<file path="src/rtl/mem_refill_ctrl.sv">
// Refill controller: arbitrates I-side and D-side misses onto one 32-bit word
// memory port, assembling 4-word lines for refills and passing single-word writes.
module mem_refill_ctrl #(
    parameter int unsigned TIMEOUT   = 255,
    parameter bit          DATA_PRIO = 1'b1
) (
    input  logic         clk,
    input  logic         rstn,
    input  logic         i_req,
    input  logic [31:0]  i_addr,
    input  logic         d_req,
    input  logic         d_we,
    input  logic [31:0]  d_addr,
    input  logic [31:0]  d_wdata,
    output logic         o_i_valid,
    output logic         o_d_valid,
    output logic [127:0] o_line,
    output logic         o_err,
    output logic         o_busy,
    output logic         mem_req,
    output logic         mem_we,
    output logic [31:0]  mem_addr,
    output logic [31:0]  mem_wdata,
    input  logic         mem_ack,
    input  logic [31:0]  mem_rdata
);

    localparam logic [15:0] TMO_LAST = 16'(TIMEOUT - 1);

    typedef enum logic [1:0] {IDLE, RD, WR, DONE} state_t;

    state_t       state, state_nxt;
    logic [1:0]   beat;
    logic [15:0]  tcnt;
    logic         svc_d;
    logic         take_i, take_d, tmo;
    logic [31:4]  req_addr;
    logic         unused_addr_bits;

    assign unused_addr_bits = ^{i_addr[3:0], d_addr[1:0]};

    assign o_busy    = (state != IDLE);
    assign o_i_valid = (state == DONE) && !svc_d;
    assign o_d_valid = (state == DONE) && svc_d;

    always_comb begin
        // NOTE: every signal gets a default first so no path leaves it unassigned (no latch).
        state_nxt = state;
        take_i    = 1'b0;
        take_d    = 1'b0;
        tmo       = 1'b0;
        req_addr  = i_addr[31:4];
        case (state)
            IDLE: begin
                take_d = d_req && (DATA_PRIO || !i_req);
                take_i = i_req && !take_d;
                if (take_d) begin
                    req_addr  = d_addr[31:4];
                    state_nxt = d_we ? WR : RD;
                end else if (take_i) begin
                    state_nxt = RD;
                end
            end
            RD, WR: begin
                if (mem_ack) begin
                    if (state == WR || beat == 2'd3) state_nxt = DONE;
                end else if (tcnt == TMO_LAST) begin
                    tmo       = 1'b1;
                    state_nxt = DONE;
                end
            end
            default: state_nxt = IDLE;
        endcase
    end

    // NOTE: sequential state uses non-blocking assignments so all registers update together.
    always_ff @(posedge clk or negedge rstn) begin
        if (!rstn) state <= IDLE;
        else       state <= state_nxt;
    end

    always_ff @(posedge clk or negedge rstn) begin
        if (!rstn) begin
            beat      <= 2'd0;
            tcnt      <= 16'd0;
            svc_d     <= 1'b0;
            mem_req   <= 1'b0;
            mem_we    <= 1'b0;
            mem_addr  <= 32'd0;
            mem_wdata <= 32'd0;
            o_line    <= '0;
            o_err     <= 1'b0;
        end else begin
            case (state)
                IDLE: begin
                    if (take_i || take_d) begin
                        svc_d   <= take_d;
                        mem_req <= 1'b1;
                        mem_we  <= take_d && d_we;
                        tcnt    <= 16'd0;
                        beat    <= 2'd0;
                        if (take_d && d_we) begin
                            mem_addr  <= {d_addr[31:2], 2'b00};
                            mem_wdata <= d_wdata;
                        end else begin
                            mem_addr  <= {req_addr, 4'h0};
                        end
                    end
                end
                RD, WR: begin
                    if (mem_ack) begin
                        tcnt <= 16'd0;
                        if (state == RD) o_line[{beat, 5'd0} +: 32] <= mem_rdata;
                        if (state == WR || beat == 2'd3) begin
                            mem_req <= 1'b0;
                            mem_we  <= 1'b0;
                        end else begin
                            // Next beat issues straight away, keeping mem_req high.
                            beat          <= beat + 2'd1;
                            mem_addr[3:2] <= beat + 2'd1;
                        end
                    end else if (tmo) begin
                        mem_req <= 1'b0;
                        mem_we  <= 1'b0;
                        o_err   <= 1'b1;
                        o_line  <= '0;
                    end else begin
                        tcnt <= tcnt + 16'd1;
                    end
                end
                DONE:    o_err <= 1'b0;
                default: ;
            endcase
        end
    end

endmodule

</file>
<file path="config.mk">
export PLATFORM = sky130hd
export DESIGN_NAME = mem_refill_ctrl
export DESIGN_NICKNAME = d
export VERILOG_FILES = /design/src/rtl/mem_refill_ctrl.sv
export SDC_FILE = /design/constraint.sdc
export NUM_CORES = 1
export LEC_CHECK = 0
export CORE_ASPECT_RATIO = 0.8
export CORE_UTILIZATION = 45
export CTS_CLUSTER_DIAMETER = 60
export CTS_CLUSTER_SIZE = 12
export DETAILED_ROUTE_END_ITERATION = 10
export GPL_TIMING_DRIVEN = 0
export PLACE_DENSITY_LB_ADDON = 0.1
export SYNTH_ARGS = -nofsm -noshare
export SYNTH_HDL_FRONTEND = slang
export SYNTH_SLANG_ARGS = --single-unit
</file>
<file path="constraint.sdc">
create_clock -name clk -period 3.55 [get_ports clk]
set_clock_uncertainty 0.05 [all_clocks]
set_input_delay 0.71 -clock clk [delete_from_list [all_inputs] [get_ports clk]]
set_output_delay 0.71 -clock clk [all_outputs]
set_load 0.05 [all_outputs]
</file>
==> impl_results.md <==
- Outcome: finished clean
- Placed cells: 1604
- Total routed wirelength: 32300 um
- Count of endpoints failing setup in the final report: 0
- Crit path from: state[0]$_DFFE_PN0P_
- Netlist area before placement: about 10000 um2
- Ports: about 330
- Overall fraction of global-route tracks in use: 0.270
- Maximum clock frequency: about 330 MHz
- Floorplan core area: 22600 um2
- Number of flops mapped to enable cells by yosys: 0
- Required time at the worst-slack endpoint: 2.79 ns
- Die span in x: 172 um
- Tcrit/Tclk final: 0.861
- Top cell family by delay on the critical path: buffers and inverters
- Final count of hold timing violations: 0
- Peak VDD IR: 0.000741 V
- First-pass GRT wire length: 50000 um
- Post-cts sizing count: 0
- Pin count of the biggest net entering global routing: 91
- Max-cap violation count: 0
- Pin slew with the least headroom to its limit: roughly 1.1 ns
- Setup repair after global routing missed its margin: false
- Most used standard cell by instance count after synthesis: dfrtp_1
- Static Leakage: 6.34 nW
- Count of unresolved DRC violations after routing: 0
- Share of post-route cells with drive strength above 1: 0.147
- Number of different library cells in the post-synthesis netlist: 58
- Clock sinks: 214
- Delay of the slowest cell on the worst path: 0.80 ns
- Yosys reg bits: 214
- Net count of the finished layout: roughly 1500
- First-pass DRT Iterations: 5
- Library cell contributing the largest single delay on the critical path: clkdlybuf4s50_1
- Cell types with the highest counts after synthesis: 214 x dfrtp_1, 179 x nand2_1, 128 x a22oi_1, 100 x o21ai_2, 55 x clkbuf_1
- Top cells by area, synth: dfrtp_1 51%, a22oi_1 9.2%, o21ai_2 8.4%
- Via total after detailed routing: approximately 9000
- Number of antenna repair diodes: 0
- Warnings, synthesis: 0
- Total negative slack for setup checks: 0 ns
- Final critical delay including setup and external delays: 3.06 ns
- Row count: 49
- Primary FF master, synth: dfrtp_1
- Cell breakdown of the critical path: inv_1, ha_1, buf_2, inv_1, clkdlybuf4s50_1
- Final hold slack: 0.0233 ns
- Via density per instance: about 5.6
- TritonCTS buffer count: 22
- Initial core utilization: 0.461
- Worst-path maximum fanout: 10
- Routed length per instance: 19.8 um
- Die ar.: 23800 um2
- CTS Hold Buffers Added: 0
- Asr flop ratio synth: 1.00
- Final total power: 0.0152 W
- Register clock-pin slew on the reported worst setup and hold paths: 0.06 ns
- Worst setup slack before clock tree synthesis: 0.221 ns
- Crit-path most repeated cell: inv_1
- Setup WS post-layout: a little under 0.5 ns
- Clock network latency to the later pin of the worst-skew pair: 0.50 ns
- PD cells: 1030 nW/um2
- Final count of pins violating max slew: 0
- CP startpoint kind: flop
- Non-filler cells in the finished layout: 1631
- Clock tree from TritonCTS: built
- Quantity of I/O buffers inserted on ports: ~320
- Arrival @ worst endpoint: approximately 2.3 ns
- Category of the most critical setup path: reg2out
- Post-route ant nets: 0
- Reg2reg path depth: 8
- Post-Synthesis Mean Instance Area: 10.7 um2
- Via count of the first global-routing pass: 8761
- Cell chosen for the clock root: clkbuf_16
- GPL Wtd Cong: 0.889
- Proportion of synthesized chip area in sequential cells: 0.514
- Die Y-Extent: 138 um
- Detailed-placement wirelength estimate: 23700 um
- Antenna violations before repair: 0
- Area added between synthesis and finish: 41.7%
- Number of buffers and inverters on the critical path: 4
- Logic depth of the worst path, buffers included: 5
- Clock buffer depth: 3
- Number of standard cells after synthesis: about 970
- Number of DRC markers in iteration 0: 730
- Yosys top cell area share: 0.514
- Largest area contributor in the synthesized netlist: dfrtp_1
- Number of H-tree levels: 1
- Reg2reg start: state[0]$_DFFE_PN0P_
- Post-CTS Setup Inserts: 0
- Hold Path Class: in2async
- Critical Path End Type: primary output
- Remaining global-route overflow: 0
- Worst rel slew slack: 0.264
-- state kept, by name, indices dropped and copies added (netlist names), 2 cells and up --
name / cells
beat: 2
mem_addr: 30
mem_wdata: 32
o_line: 128
state: 2
tcnt: 16
-- metrics by stage --
step                      instance area, um2   util
after floorplan                        10400      -
after global placement                 14000  0.620
after detailed placement               14100  0.623
after CTS                              14800  0.653
after global routing                   14800  0.653
final                                  14800  0.653
-- worst paths after layout --
check                                            end  slack [ns]
setup / recovery                              o_busy        0.49
hold / removal             mem_wdata[19]$_DFFE_PN0P_        0.02
setup reg to reg              o_line[94]$_DFFE_PN0P_        0.58
hold reg to reg             mem_addr[25]$_DFFE_PN0P_        0.43
max in group asynchronous     o_line[91]$_DFFE_PN0P_        2.24
min in group clk            mem_addr[25]$_DFFE_PN0P_        0.43
-- where the power goes --
group          internal [W]  switching (W)
sequential          0.00344       0.000734
clock               0.00138       0.000922
combinational       0.00291        0.00580
-- cells by family (layout without fill, tap and decap cells) --
group / count (synthesis) / in the layout / share of synthesized area
buffers and inverters: 94 / 445 / 0.0546
adders and majority gates: 10 / 10 / 0.0120
other: 1 / 2 / 0.000360
muxes: 70 / 70 / 0.0711
AOI/OAI and AO/OA: 328 / 328 / 0.233
DFF: 214 / 214 / 0.514
and+or+nand+nor: 256 / 256 / 0.115
-- layout by cell type, fill, tap and decap left out, drive strengths merged, types with 7 or more instances in the layout --
| cell type | n |
|---|---|
| a21oi | 9 |
| a22oi | 128 |
| buf | 29 |
| clkbuf | 79 |
| clkdlybuf4s50 | 321 |
| dfrtp | 214 |
| ha | 10 |
| inv | 13 |
| mux2 | 32 |
| mux2i | 38 |
| nand2 | 179 |
| nand2b | 10 |
| nand3 | 9 |
| nor2 | 7 |
| nor2b | 7 |
| nor4 | 9 |
| o21ai | 162 |
-- area by class of cell --
| class | count | area, um2 |
|---|---|---|
| Tap cell | 306 | 383 |
| Buffer | 81 | 520 |
| Inverter | 13 | 48.8 |
| Clock inverter | 3 | 90.1 |
| Sequential cell | 214 | 5360 |
| Clock buffer | 24 | 589 |
| Timing Repair Buffer | 324 | 3280 |
| Fill cell | 1807 | 7850 |
| Multi-Input combinational cell | 666 | 4500 |
-- metal layers --
| metal | up-vias | wire, um | GRT usage |
|---|---|---|---|
| met5 | - | 0 | 0 |
| met4 | 0 | 736 | 0.0633 |
| met3 | 43 | 2670 | 0.0621 |
| met2 | 353 | 14300 | 0.404 |
| met1 | 4491 | 14700 | 0.398 |
| li1 | 4221 | - | - |
No activity file was read; power rests on OpenSTA's default activity.
